## config.mk

```make
export PLATFORM = sky130hd
export DESIGN_NAME = uart_imem_loader
export DESIGN_NICKNAME = d
export VERILOG_FILES = /design/src/rtl/uart_imem_loader.sv
export SDC_FILE = /design/constraint.sdc
export NUM_CORES = 1
export LEC_CHECK = 0
export CORE_MARGIN = 4
export CORE_UTILIZATION = 46
export CTS_CLUSTER_SIZE = 25
export DETAILED_ROUTE_END_ITERATION = 10
export GPL_ROUTABILITY_DRIVEN = 0
export MAX_ROUTING_LAYER = met4
export PLACE_DENSITY = 0.74
export SETUP_SLACK_MARGIN = 0.3
export SLEW_MARGIN = 40
export SYNTH_ARGS = -nofsm -noshare
export SYNTH_HDL_FRONTEND = slang
export SYNTH_SLANG_ARGS = --single-unit
```

## constraint.sdc

```tcl
create_clock -name clk -period 2.7 [get_ports clk]
set_input_delay 0.54 -clock clk [delete_from_list [all_inputs] [get_ports clk]]
set_output_delay 0.54 -clock clk [all_outputs]
set_load 0.05 [all_outputs]
```

## src/rtl/uart_imem_loader.sv

```systemverilog
// Boot-time UART (8N1) program loader: receives a length-prefixed image and writes it into imem.
// Optional trailing checksum byte is enabled by defining UART_IMEM_LOADER_CHECKSUM_EN.
`timescale 1ns/1ps

module uart_imem_loader #(
    parameter int CLKS_PER_BIT = 868,
    parameter int ADDR_W       = 10
) (
    input  logic              clk,
    input  logic              rst,
    input  logic              uart_rx,
    output logic              imem_we,
    output logic [ADDR_W-1:0] imem_addr,
    output logic [31:0]       imem_wdata,
    output logic              cpu_hold,
    output logic              load_done,
    output logic              load_error,
    output logic [ADDR_W:0]   words_loaded
);

    localparam int CNT_W = $clog2(CLKS_PER_BIT);
    localparam int WL_W  = ADDR_W + 1;
    localparam logic [CNT_W-1:0] HALF_M1 = CNT_W'(CLKS_PER_BIT / 2 - 1);
    localparam logic [CNT_W-1:0] FULL_M1 = CNT_W'(CLKS_PER_BIT - 1);
    localparam longint unsigned CAPACITY = 64'd1 << ADDR_W;

    typedef enum logic [1:0] {
        RX_IDLE,
        RX_START,
        RX_DATA,
        RX_STOP
    } rx_state_t;

    typedef enum logic [2:0] {
        S_LEN0,
        S_LEN1,
        S_DATA,
        S_DONE,
        S_ERR
`ifdef UART_IMEM_LOADER_CHECKSUM_EN
        , S_CSUM
`endif
    } ld_state_t;

    logic             rx_meta_q, rx_sync_q, rx_prev_q;
    rx_state_t        rx_state_q, rx_state_d;
    logic [CNT_W-1:0] clk_cnt_q, clk_cnt_d;
    logic [2:0]       bit_idx_q, bit_idx_d;
    logic [7:0]       shift_q, shift_d;
    logic             byte_valid_q, byte_valid_d;
    logic             frame_err_q, frame_err_d;

    ld_state_t        state_q, state_d;
    logic [7:0]       len_lo_q, len_lo_d;
    logic [WL_W-1:0]  len_q, len_d;
    logic [1:0]       byte_cnt_q, byte_cnt_d;
    logic [31:0]      word_q, word_d;
    logic             imem_we_q, imem_we_d;
    logic [ADDR_W-1:0] imem_addr_q, imem_addr_d;
    logic [31:0]      imem_wdata_q, imem_wdata_d;
    logic             cpu_hold_q, cpu_hold_d;
    logic             load_done_q, load_done_d;
    logic             load_error_q, load_error_d;
    logic [WL_W-1:0]  words_loaded_q, words_loaded_d;
    logic [15:0]      len_word;
    logic             finish;
    logic             fail;
`ifdef UART_IMEM_LOADER_CHECKSUM_EN
    logic [7:0]       csum_q, csum_d;
`endif

    // Two-flop synchronizer plus one delayed copy for start-bit edge detection
    always_ff @(posedge clk or negedge rst) begin
        if (!rst) begin
            rx_meta_q <= 1'b1;
            rx_sync_q <= 1'b1;
            rx_prev_q <= 1'b1;
        end else begin
            rx_meta_q <= uart_rx;
            rx_sync_q <= rx_meta_q;
            rx_prev_q <= rx_sync_q;
        end
    end

    always_comb begin
        rx_state_d   = rx_state_q;
        clk_cnt_d    = clk_cnt_q;
        bit_idx_d    = bit_idx_q;
        shift_d      = shift_q;
        byte_valid_d = 1'b0;
        frame_err_d  = 1'b0;
        case (rx_state_q)
            RX_IDLE: begin
                if (rx_prev_q && !rx_sync_q) begin
                    rx_state_d = RX_START;
                    clk_cnt_d  = '0;
                end
            end
            RX_START: begin
                if (clk_cnt_q == HALF_M1) begin
                    clk_cnt_d = '0;
                    bit_idx_d = '0;
                    rx_state_d = rx_sync_q ? RX_IDLE : RX_DATA;
                end else begin
                    clk_cnt_d = clk_cnt_q + 1'b1;
                end
            end
            RX_DATA: begin
                if (clk_cnt_q == FULL_M1) begin
                    clk_cnt_d = '0;
                    shift_d   = {rx_sync_q, shift_q[7:1]};
                    bit_idx_d = bit_idx_q + 1'b1;
                    if (bit_idx_q == 3'd7) begin
                        rx_state_d = RX_STOP;
                    end
                end else begin
                    clk_cnt_d = clk_cnt_q + 1'b1;
                end
            end
            RX_STOP: begin
                if (clk_cnt_q == FULL_M1) begin
                    clk_cnt_d    = '0;
                    byte_valid_d = rx_sync_q;
                    frame_err_d  = !rx_sync_q;
                    rx_state_d   = RX_IDLE;
                end else begin
                    clk_cnt_d = clk_cnt_q + 1'b1;
                end
            end
            default: rx_state_d = RX_IDLE;
        endcase
    end

    always_ff @(posedge clk or negedge rst) begin
        if (!rst) begin
            rx_state_q   <= RX_IDLE;
            clk_cnt_q    <= '0;
            bit_idx_q    <= '0;
            shift_q      <= '0;
            byte_valid_q <= 1'b0;
            frame_err_q  <= 1'b0;
        end else begin
            rx_state_q   <= rx_state_d;
            clk_cnt_q    <= clk_cnt_d;
            bit_idx_q    <= bit_idx_d;
            shift_q      <= shift_d;
            byte_valid_q <= byte_valid_d;
            frame_err_q  <= frame_err_d;
        end
    end

    assign len_word = {shift_q, len_lo_q};

    // Framing: length header, then 4-byte LE words; termination waits for the final write strobe
    always_comb begin
        state_d        = state_q;
        len_lo_d       = len_lo_q;
        len_d          = len_q;
        byte_cnt_d     = byte_cnt_q;
        word_d         = word_q;
        imem_we_d      = 1'b0;
        imem_addr_d    = imem_addr_q;
        imem_wdata_d   = imem_wdata_q;
        cpu_hold_d     = cpu_hold_q;
        load_done_d    = load_done_q;
        load_error_d   = load_error_q;
        words_loaded_d = words_loaded_q;
        finish         = 1'b0;
        fail           = 1'b0;
`ifdef UART_IMEM_LOADER_CHECKSUM_EN
        csum_d         = csum_q;
`endif
        case (state_q)
            S_LEN0: begin
                if (frame_err_q) begin
                    fail = 1'b1;
                end else if (byte_valid_q) begin
                    len_lo_d = shift_q;
                    state_d  = S_LEN1;
                end
            end
            S_LEN1: begin
                if (frame_err_q) begin
                    fail = 1'b1;
                end else if (byte_valid_q) begin
                    if (len_word == 16'd0) begin
                        finish = 1'b1;
                    end else if (64'(len_word) > CAPACITY) begin
                        fail = 1'b1;
                    end else begin
                        len_d      = WL_W'(len_word);
                        byte_cnt_d = '0;
                        state_d    = S_DATA;
                    end
                end
            end
            S_DATA: begin
                if (frame_err_q) begin
                    fail = 1'b1;
                end else if (byte_valid_q) begin
                    word_d[8*byte_cnt_q +: 8] = shift_q;
                    byte_cnt_d = byte_cnt_q + 1'b1;
`ifdef UART_IMEM_LOADER_CHECKSUM_EN
                    csum_d = csum_q + shift_q;
`endif
                    if (byte_cnt_q == 2'd3) begin
                        imem_we_d      = 1'b1;
                        imem_addr_d    = words_loaded_q[ADDR_W-1:0];
                        imem_wdata_d   = {shift_q, word_q[23:0]};
                        words_loaded_d = words_loaded_q + 1'b1;
                    end
                end else if (imem_we_q && (words_loaded_q == len_q)) begin
                    finish = 1'b1;
                end
            end
`ifdef UART_IMEM_LOADER_CHECKSUM_EN
            S_CSUM: begin
                if (frame_err_q) begin
                    fail = 1'b1;
                end else if (byte_valid_q) begin
                    if (shift_q == csum_q) begin
                        state_d     = S_DONE;
                        load_done_d = 1'b1;
                        cpu_hold_d  = 1'b0;
                    end else begin
                        fail = 1'b1;
                    end
                end
            end
`endif
            S_DONE: ;
            S_ERR:  ;
            default: ;
        endcase

        if (finish) begin
`ifdef UART_IMEM_LOADER_CHECKSUM_EN
            state_d = S_CSUM;
`else
            state_d     = S_DONE;
            load_done_d = 1'b1;
            cpu_hold_d  = 1'b0;
`endif
        end
        if (fail) begin
            state_d      = S_ERR;
            load_error_d = 1'b1;
        end
    end

    always_ff @(posedge clk or negedge rst) begin
        if (!rst) begin
            state_q        <= S_LEN0;
            len_lo_q       <= '0;
            len_q          <= '0;
            byte_cnt_q     <= '0;
            word_q         <= '0;
            imem_we_q      <= 1'b0;
            imem_addr_q    <= '0;
            imem_wdata_q   <= '0;
            cpu_hold_q     <= 1'b1;
            load_done_q    <= 1'b0;
            load_error_q   <= 1'b0;
            words_loaded_q <= '0;
`ifdef UART_IMEM_LOADER_CHECKSUM_EN
            csum_q         <= '0;
`endif
        end else begin
            state_q        <= state_d;
            len_lo_q       <= len_lo_d;
            len_q          <= len_d;
            byte_cnt_q     <= byte_cnt_d;
            word_q         <= word_d;
            imem_we_q      <= imem_we_d;
            imem_addr_q    <= imem_addr_d;
            imem_wdata_q   <= imem_wdata_d;
            cpu_hold_q     <= cpu_hold_d;
            load_done_q    <= load_done_d;
            load_error_q   <= load_error_d;
            words_loaded_q <= words_loaded_d;
`ifdef UART_IMEM_LOADER_CHECKSUM_EN
            csum_q         <= csum_d;
`endif
        end
    end

    assign imem_we      = imem_we_q;
    assign imem_addr    = imem_addr_q;
    assign imem_wdata   = imem_wdata_q;
    assign cpu_hold     = cpu_hold_q;
    assign load_done    = load_done_q;
    assign load_error   = load_error_q;
    assign words_loaded = words_loaded_q;

endmodule

```

==> run metrics, run 1 <==
CP max-delay cell=clkdlybuf4s50_1; Top FF cell, synth=dfrtp_1; Req. time, crit path=2160 ps; Nets=~550; Yosys warnings=0; area share of the largest cell type after synthesis=0.562; CTS Buf Count=17; critical path's top delay family=buffers and inverters; Post-synth EDFFs=0; # IOs=60; via count=between 3000 and 4000; VDD IR max=roughly 0.00047 V; post-synthesis sequential element count=between 100 and 150; Psw=about 0.0011 W; fraction of layout cells with a size suffix above 1=0.230; status=completed; dpl hpwl=between 7 and 8 mm; largest cells by area after synthesis=dfrtp_1 (56%), mux2_2 (12%), nand2_1 (4.6%); gr usage total=0.180; Seq/Total Area, Yosys=0.581; Mean Syn Cell Area=around 12 um^2; synth unique cells=56; CTS tree=built; DRT antenna net count=0; max-cap viol count=0; die height=120 um; Max stage delay on crit path=about 860 ps; vias in the first global route=3878; core region area=approximately 12000 um^2; post-synth top area cell=dfrtp_1; Hold Fails Final Rpt=0; switching share of power=0.219; # resized after CTS=0; Slew Viols, Final=0; Residual DRC=0; DR WL/cell=~16 um; pin count of the biggest net entering global routing=60; syn nets=481; area grow syn2layout=25.7%; Netlist Area Pre-Place=around 5700 um^2; FF-to-FF Start=shift_q[4]; worst skew pair latency=420 ps; Critical R2R Capture=len_q[0]; combinational power share=0.053; FP Rows=40; die width=between 100 and 150 um; Seq pwr share=0.425; class of the worst hold path=in -> async; Setup TNS Final=0 ps; Final Core Density=0.596; drt pass-1 iters=4; Clock Tree Root=clkbuf_16; via density per instance=5.17; skew final=a little under 10 ps; htree depth=4; Post CTS Setup Buffer Count=0; Critical Path Sink Type=output pin; DRT iter0 DRCs=roughly 180; Routed WL=11.5 mm; Fmax=approximately 430 MHz; gr ovfl total=0; Period minus WS final=about 2300 ps; CTS Buffer Depth=2; Leak=3.36 nW; Post-Synthesis Cells=approximately 470; Reg2Reg Setup Slack=between 300 and 400 ps; P_int=0.00384 W; initial antenna violation count=0; Sink Count=roughly 130; Max-slew headroom=0.597; Worst-path clk slew=around 60 ps; pwr/cell area=682 nW/um^2; worst-path fanout max=8; pre-CTS setup slack=394 ps; period utilization=0.858; crit-path cells=clkdlybuf4s50_1; arrival time worst endpoint=1780 ps; Post-CTS Hold Buffers=0; RSZ-0062 raised after global routing=false; IO Port Bufs=59; worst setup margin=between 300 and 400 ps; Critical Path Source Type=flop; clock network power share=0.522; WS Path Type=reg -> out; crit path launch=words_loaded[2]; WP buf/inv=1; first-pass GRT wire length=slightly below 20 mm; share of synthesized registers carrying an async set or reset=1.00; cells on worst reg2reg path=4; Fillers=approximately 960; ant diodes=0; Initial Util=0.474; die area=around 14000 um^2; Worst Tran Pin Value=about 600 ps; endpoints failing setup=0
[flip-flops by register name (all words and copies together), names as in the netlist, 2 cells and up, named ones only]
name	count
imem_wdata	32
word_q	24
len_q	11
words_loaded	11
clk_cnt_q	10
imem_addr	10
len_lo_q	8
shift_q	8
bit_idx_q	3
state_q	3
byte_cnt_q	2
[layout make-up]
type,instances,area [um^2],area share
Sequential cell,133,3330,0.462
Clock inverter,11,198,0.0274
Inverter,7,26.3,0.00364
Multi-Input combinational cell,307,2270,0.315
Clock buffer,21,470,0.0652
Timing Repair Buffer,73,706,0.0978
Tap cell,168,210,0.0291
[cells by family (layout without fill, tap and decap cells)]
logic type / after synthesis / count (layout) / synth area share
xor gates and xnor gates: 22 / 22 / 0.0336
AOI/OAI and AO/OA: 58 / 58 / 0.0637
DFF: 133 / 133 / 0.581
adders and majority gates: 10 / 10 / 0.0218
buffers and inverters: 28 / 112 / 0.0238
and+or+nand+nor: 142 / 142 / 0.124
muxes: 75 / 75 / 0.153
[how the worst max path moves through the flow]
stage                       to  slack, ps  depth (start not counted)
6_report       words_loaded[2]        380                          1
5_1_grt               len_q[1]        310                          4
4_1_cts        words_loaded[2]        360                          1
3_5_place_dp          len_q[0]        390                          4
3_3_place_gp          len_q[0]        440                          4
2_1_floorplan        len_q[10]        660                          5
[Yosys cell counts, drive strengths merged, types with 10 or more instances]
cell type    n
xor2        15
o21ai       30
ha          10
nand2       71
nor2        16
mux2        71
clkbuf      10
dfrtp      129
buf         11
[stage by stage]
stage	hold slack (ps)	area, um^2	total power [W]	instances
2_1_floorplan	244	5740	0.00227	468
3_3_place_gp	345	6550	0.00237	688
3_5_place_dp	351	6550	0.00239	688
4_1_cts	98.6	7210	0.00496	720
5_1_grt	117	7210	0.00510	720
6_report	81.4	7210	0.00492	720
[metal layers]
metal	wire length, um	vias up	global-route usage	share of wire
li1	-	1782	-	-
met1	5270	1847	0.229	0.46
met2	5590	72	0.278	0.49
met3	430	21	0.0419	0.037
met4	231	0	0.0737	0.020
met5	0	-	-	0
[cell usage in the layout, fill, tap and decap left out, types with 3 or more instances in the layout]
| master | count |
|---|---|
| nor3b_1 | 6 |
| clkbuf_8 | 3 |
| nand3_1 | 7 |
| clkbuf_16 | 17 |
| mux2_2 | 60 |
| xnor2_1 | 7 |
| inv_1 | 7 |
| o22ai_1 | 3 |
| or3_1 | 3 |
| bufinv_16 | 5 |
| nand4_1 | 7 |
| nor2_1 | 15 |
| mux2i_1 | 3 |
| mux2_4 | 9 |
| nor3_1 | 6 |
| nor4_1 | 3 |
| nand2_1 | 71 |
| dfrtp_1 | 129 |
| clkinvlp_4 | 4 |
| a21oi_1 | 3 |
| clkdlybuf4s50_1 | 58 |
| ha_1 | 10 |
| o21bai_1 | 3 |
| dfstp_2 | 4 |
| and2_1 | 4 |
| xor2_1 | 15 |
| o21ai_0 | 30 |
| buf_4 | 14 |
[power by group through the flow]
stage / combinational [W] / sequential (W) / clock, W
finish: 0.000259 / 0.00209 / 0.00257
global route: 0.000298 / 0.00210 / 0.00271
CTS: 0.000262 / 0.00209 / 0.00261
detailed placement: 0.000262 / 0.00213 / 0
global placement: 0.000247 / 0.00212 / 0
floorplan: 0.000167 / 0.00210 / 0
(Power assumes the default switching activity.)
==> run 2, diff against run 1 <==
--- a/config.mk
+++ b/config.mk
@@ -7,6 +7,7 @@
 export LEC_CHECK = 0
 export CORE_MARGIN = 4
 export CORE_UTILIZATION = 46
+export CTS_BUF_LIST = sky130_fd_sc_hd__clkbuf_2
 export CTS_CLUSTER_SIZE = 25
 export DETAILED_ROUTE_END_ITERATION = 10
 export GPL_ROUTABILITY_DRIVEN = 0
==> run 2 against run 1 <==
  * Hold slack gained 160 ps
  * Sequential share of layout area rose by 3.0 points
  * Sequential power is essentially flat
  * Critical path depth rose by 3
  * Non-clock buffer count rose by 1
  * Core utilization fell by 3.6 points
  * Clock power fell by 44%
  * Routed wire length decreased by 1.3%
  * Register-to-register slack worse by 30 ps
  * Sequential cell count stayed put
  * Combinational power hardly changed
  * Highest routed layer unchanged
  * First-iteration DRC count rose by 6.6%
==> run metrics, run 2 (synthesis gave the netlist of run 1 again) <==
status=completed (unchanged); gr ovfl total=0 (unchanged); pin count of the biggest net entering global routing=60 (unchanged); DR WL/cell=15.8 um (was 16.0 um); Routed WL=11.4 mm (was 11.5 mm); fraction of layout cells with a size suffix above 1=0.239 (was 0.230); WS Path Type=reg -> reg (was reg -> out); drt pass-1 iters=4 (unchanged); vias in the first global route=3792 (was 3878); via count=3746 (was 3722); DRT iter0 DRCs=194 (was 182); Critical Path Source Type=flop (unchanged); Post CTS Setup Buffer Count=0 (unchanged); worst skew pair latency=670 ps (was 420 ps); core region area=12100 um^2 (unchanged); crit-path cells=or4_4 > or3_4 > nor2_4 > mux2_2 (was clkdlybuf4s50_1); commonest non-fill, non-tap cells in the layout=dfrtp_1 (129), nand2_1 (71), mux2_2 (60) (unchanged); total power=0.00378 W (was 0.00492 W); DRT antenna net count=0 (unchanged); first-pass GRT wire length=19.4 mm (was 19.8 mm); Residual DRC=0 (unchanged); VDD IR max=0.000326 V (was 0.000468 V); Setup TNS Final=0 ps (unchanged); Period minus WS final=2340 ps (was 2320 ps); skew final=23.9 ps (was 9.89 ps); Req. time, crit path=3260 ps (was 2160 ps); max-cap viol count=0 (unchanged); gr usage total=0.174 (was 0.180); Nets=553 (was 552); period utilization=0.866 (was 0.858); ant diodes=0 (unchanged); FP Rows=40 (unchanged); IO Port Bufs=59 (unchanged); # IOs=60 (unchanged); initial antenna violation count=0 (unchanged); worst-path fanout max=12 (was 8); Max-slew headroom=0.608 (was 0.597); htree depth=4 (unchanged); most common cell after layout, fill and taps aside=dfrtp_1 (unchanged); Sink Count=133 (unchanged); CTS tree=built (unchanged); Critical Path Sink Type=flop (was output pin); Worst-path clk slew=200 ps (was 60 ps); die width=120 um (unchanged); CP max-delay cell=or4_4 (was clkdlybuf4s50_1); dpl hpwl=7.87 mm (unchanged); die area=14300 um^2 (unchanged); Slew Viols, Final=0 (unchanged); Initial Util=0.474 (unchanged); RSZ-0062 raised after global routing=true (was false); Worst Tran Pin Value=587 ps (was 603 ps); area grow syn2layout=18.0% (was 25.7%); Clock Tree Root=clkbuf_2 (was clkbuf_16); Leak=3.45 nW (was 3.36 nW); class of the worst hold path=in -> reg (was in -> async); endpoints failing setup=0 (unchanged); CTS Buf Count=17 (unchanged); via density per instance=5.20 (was 5.17); arrival time worst endpoint=2900 ps (was 1780 ps); Fmax=428 MHz (was 431 MHz); Largest register FFs=32 (unchanged); Hold Fails Final Rpt=0 (unchanged); Max stage delay on crit path=600 ps (was 860 ps); pwr/cell area=558 nW/um^2 (was 682 nW/um^2); CTS Buffer Depth=2 (unchanged); die height=120 um (unchanged)
## run 2: cell types whose count changed in the layout (fill, tap and decap cells not counted), moves of 4 or more
cell             change
clkdlybuf4s15_1      +4
clkbuf_2            +23
clkbuf_16           -17
clkdlybuf4s50_1     -57
dlygate4sd2_1       +48
## run 2: path summary, 6_finish.rpt
check                      cells past startpoint       endpoint  slack [ps]       start
max                                            4       len_q[0]         360  shift_q[4]
min                                            1      rx_meta_q         250     uart_rx
max reg2reg                                    4       len_q[0]         360  shift_q[4]
min reg2reg                                    0      rx_sync_q         370   rx_meta_q
max in group asynchronous                      3  imem_wdata[3]        1630         rst
min in group asynchronous                      2   imem_addr[8]         350         rst
## run 2: per-stage QoR
| stage | hold WS, ps | util | setup slack [ps] | std cells | cell area, um^2 |
|---|---|---|---|---|---|
| after floorplan | 244 | - | 659 | 468 | 5740 |
| after global placement | 345 | 0.540 | 445 | 688 | 6550 |
| after detailed placement | 351 | 0.540 | 394 | 688 | 6550 |
| after CTS | 142 | 0.560 | 284 | 721 | 6790 |
| after global routing | 110 | 0.559 | 254 | 721 | 6770 |
| final | 246 | 0.559 | 362 | 721 | 6770 |
## run 2: routing by layer
metal | track usage | up-vias | share of wire
met5 | - | - | 0
met4 | 0.0551 | 0 | 0.013
met3 | 0.0467 | 15 | 0.037
met2 | 0.267 | 82 | 0.48
met1 | 0.230 | 1858 | 0.47
li1 | - | 1791 | -
## run 2: critical path, delay by kind of cell (launching register included)
kind             cells  cell delay (ps)
AND/OR/NAND/NOR      3             1350
flip-flops           1              500
multiplexers         1              390
## run 2: cell type report
| cell class | count | area [um^2] |
|---|---|---|
| fill | 1054 | 5340 |
| sequential | 133 | 3330 |
| multi-input combinational | 307 | 2270 |
| timing repair buffer | 74 | 631 |
| tap | 168 | 210 |
| clock inverter | 14 | 209 |
| clock buffer | 18 | 90.1 |
| inverter | 7 | 26.3 |
## run 2: where the power goes
part	switching, W	total (W)	internal [W]
combinational	0.000165	0.000262	0.0000971
sequential	0.0000601	0.00209	0.00203
clock	0.000732	0.00143	0.000696
total	0.000956	0.00378	0.00282
## run 2: timing repair
action,CTS,global route
endpoints found under the hold margin,31,0
cloned,0,0
hold buffers,1,0
pin swaps,0,1
endpoints found under the setup margin,57,20
resized for setup,59,14
==> run 3, diff against run 2 <==
==> constraint.sdc (replaced) <==
create_clock -name clk -period 2.7 [get_ports clk]
set_input_delay 0.54 -clock clk [delete_from_list [all_inputs] [get_ports clk]]
set_output_delay 0.54 -clock clk [all_outputs]
set_load 0.1 [all_outputs]
==> run 3 against run 2 <==
  * Combinational power increased by 2%
  * Routed wire length increased by 1.9%
  * Largest cell class unchanged
  * Largest power group unchanged
  * Critical endpoint is now imem_wdata[23]
  * Non-clock buffer count increased by 2
==> run metrics, run 3 (synthesis gave the netlist of run 1 again) <==
Routed WL=11.6 mm (was 11.4 mm); Leak=3.35 nW (was 3.45 nW); FP Rows=40 (unchanged); die height=120 um (unchanged); arrival time worst endpoint=2770 ps (was 2900 ps); RSZ-0062 raised after global routing=false (was true); gr ovfl total=0 (unchanged); vias in the first global route=3863 (was 3792); DRT iter0 DRCs=267 (was 194); drt pass-1 iters=4 (unchanged); Req. time, crit path=3250 ps (was 3260 ps); # IOs=60 (unchanged); endpoints failing setup=0 (unchanged); Psw=0.000948 W (was 0.000956 W); Max-slew headroom=0.640 (was 0.608); most common cell after layout, fill and taps aside=dfrtp_1 (unchanged); initial antenna violation count=0 (unchanged); Fmax=450 MHz (was 428 MHz); Largest register FFs=32 (unchanged); Seq pwr share=0.554 (was 0.553); Reg2Reg Setup Slack=480 ps (was 360 ps); Worst-path clk slew=190 ps (was 200 ps); Setup TNS Final=0 ps (unchanged); Slew Viols, Final=0 (unchanged); Setup crit end=imem_wdata[23] (was len_q[0]); via density per instance=5.16 (was 5.20); DRT antenna net count=0 (unchanged); Met1 Routed Length=5.44 mm (was 5.39 mm); worst skew pair latency=660 ps (was 670 ps); CTS tree=built (unchanged); CP max-delay cell=dfrtp_1 (was or4_4); class of the worst hold path=in -> reg (unchanged); P_int=0.00282 W (about the same); pre-CTS setup slack=396 ps (was 394 ps); Sink Count=133 (unchanged); fraction of layout cells with a size suffix above 1=0.335 (was 0.239); Non-Filler Instances=723 (was 721); IO Port Bufs=59 (unchanged); switching share of power=0.251 (was 0.253); worst setup margin=479 ps (was 362 ps); commonest non-fill, non-tap cells in the layout=dfrtp_1 (129), nand2_1 (71), buf_4 (71) (was dfrtp_1 (129), nand2_1 (71), mux2_2 (60)); Critical Path Source Type=flop (unchanged); met2 WL=5.54 mm (was 5.43 mm); ant diodes=0 (unchanged); VDD IR max=0.000262 V (was 0.000326 V); CTS Buffer Depth=2 (unchanged); Inst Count DP=688 (unchanged); Clock Tree Root=clkbuf_2 (unchanged); pwr/cell area=558 nW/um^2 (about the same); core region area=12100 um^2 (unchanged); Initial Util=0.474 (unchanged); die area=14300 um^2 (unchanged); skew final=26.2 ps (was 23.9 ps); FF-to-FF Start=state_q[1] (was shift_q[4]); WS Path Type=reg -> reg (unchanged); CTS Buf Count=17 (unchanged); Nets=555 (was 553); period utilization=0.823 (was 0.866); Residual DRC=0 (unchanged); area grow syn2layout=17.7% (was 18.0%); status=completed (unchanged); first-pass GRT wire length=19.8 mm (was 19.4 mm); Max stage delay on crit path=560 ps (was 600 ps); Worst Tran Pin Value=533 ps (was 587 ps); htree depth=4 (unchanged); worst-path fanout max=17 (was 12); Period minus WS final=2220 ps (was 2340 ps); Fin Hold WS=264 ps (was 246 ps); clock network power share=0.375 (was 0.378); crit path launch=state_q[1] (was shift_q[4]); Hold Fails Final Rpt=0 (unchanged); pin count of the biggest net entering global routing=44 (was 60); max-cap viol count=0 (unchanged); die width=120 um (unchanged); cells on worst reg2reg path=4 (unchanged); met3 wire len=440 um (was 418 um); gr usage total=0.178 (was 0.174); via count=3728 (was 3746); DR WL/cell=16.0 um (was 15.8 um); combinational power share=0.071 (was 0.069); Highest Signal Layer=met4 (unchanged); Critical Path Sink Type=flop (unchanged); dpl hpwl=7.98 mm (was 7.87 mm); crit-path cells=nor4b_2 > and3_2 > buf_4 > mux2_2 (was or4_4 > or3_4 > nor2_4 > mux2_2); Critical R2R Capture=imem_wdata[23] (was len_q[0])
## run 3: cell count changes in the layout (fill, tap and decap cells not counted)
cell / change
buf_12: +2
clkbuf_2: -6
dlygate4sd2_1: -48
clkinv_2: +2
buf_4: +57
clkinvlp_4: -1
clkdlybuf4s15_1: -4
## run 3: final cells by class
type	count	area (um^2)
multi-input combinational	307	2270
tap	168	210
sequential	133	3330
clock buffer	17	85.1
inverter	7	26.3
fill	1046	5360
timing repair buffer	76	613
clock inverter	15	211
## run 3: power groups by stage
stage / Clock (W) / Combinational (W) / Sequential [W]
after global routing: 0.00156 / 0.000303 / 0.00210
final: 0.00141 / 0.000266 / 0.00209
after CTS: 0.00145 / 0.000266 / 0.00209
after global placement: 0 / 0.000251 / 0.00212
after floorplan: 0 / 0.000167 / 0.00210
after detailed placement: 0 / 0.000265 / 0.00212
## run 3: worst min-delay path by stage
stage | end | slack (ps) | startpoint | cells after the start
floorplan | async pin | 240 | rst | 0
global placement | rx_sync_q | 350 | rx_meta_q | 0
detailed placement | rx_sync_q | 350 | rx_meta_q | 0
CTS | rx_meta_q | 180 | uart_rx | 1
global route | rx_meta_q | 130 | uart_rx | 1
finish | rx_meta_q | 260 | uart_rx | 1
## run 3: metal layers
metal | vias to the layer above | track usage
met5 | - | -
li1 | 1785 | -
met1 | 1845 | 0.233
met3 | 17 | 0.0500
met2 | 81 | 0.272
met4 | 0 | 0.0544
## run 3: what timing repair did
item | 4_1_cts | 5_1_grt
setup buffers | 0 | 2
hold endpoints to repair | 19 | 0
setup endpoints to repair | 0 | 9
hold buffers | 1 | 0
gates resized for setup | 0 | 2
## run 3: critical path: cells and delay by family (launching register included)
family        cells  cell delay (ps)
flops             1              560
simple gates      2              810
buf+inv           1              340
mux               1              380
## run 3: through the flow
step / power (W) / instance area, um^2 / util
3_5_place_dp: 0.00239 / 6420 / 0.530
2_1_floorplan: 0.00227 / 5740 / -
3_3_place_gp: 0.00237 / 6420 / 0.530
6_report: 0.00377 / 6750 / 0.558
4_1_cts: 0.00380 / 6720 / 0.555
5_1_grt: 0.00397 / 6750 / 0.558
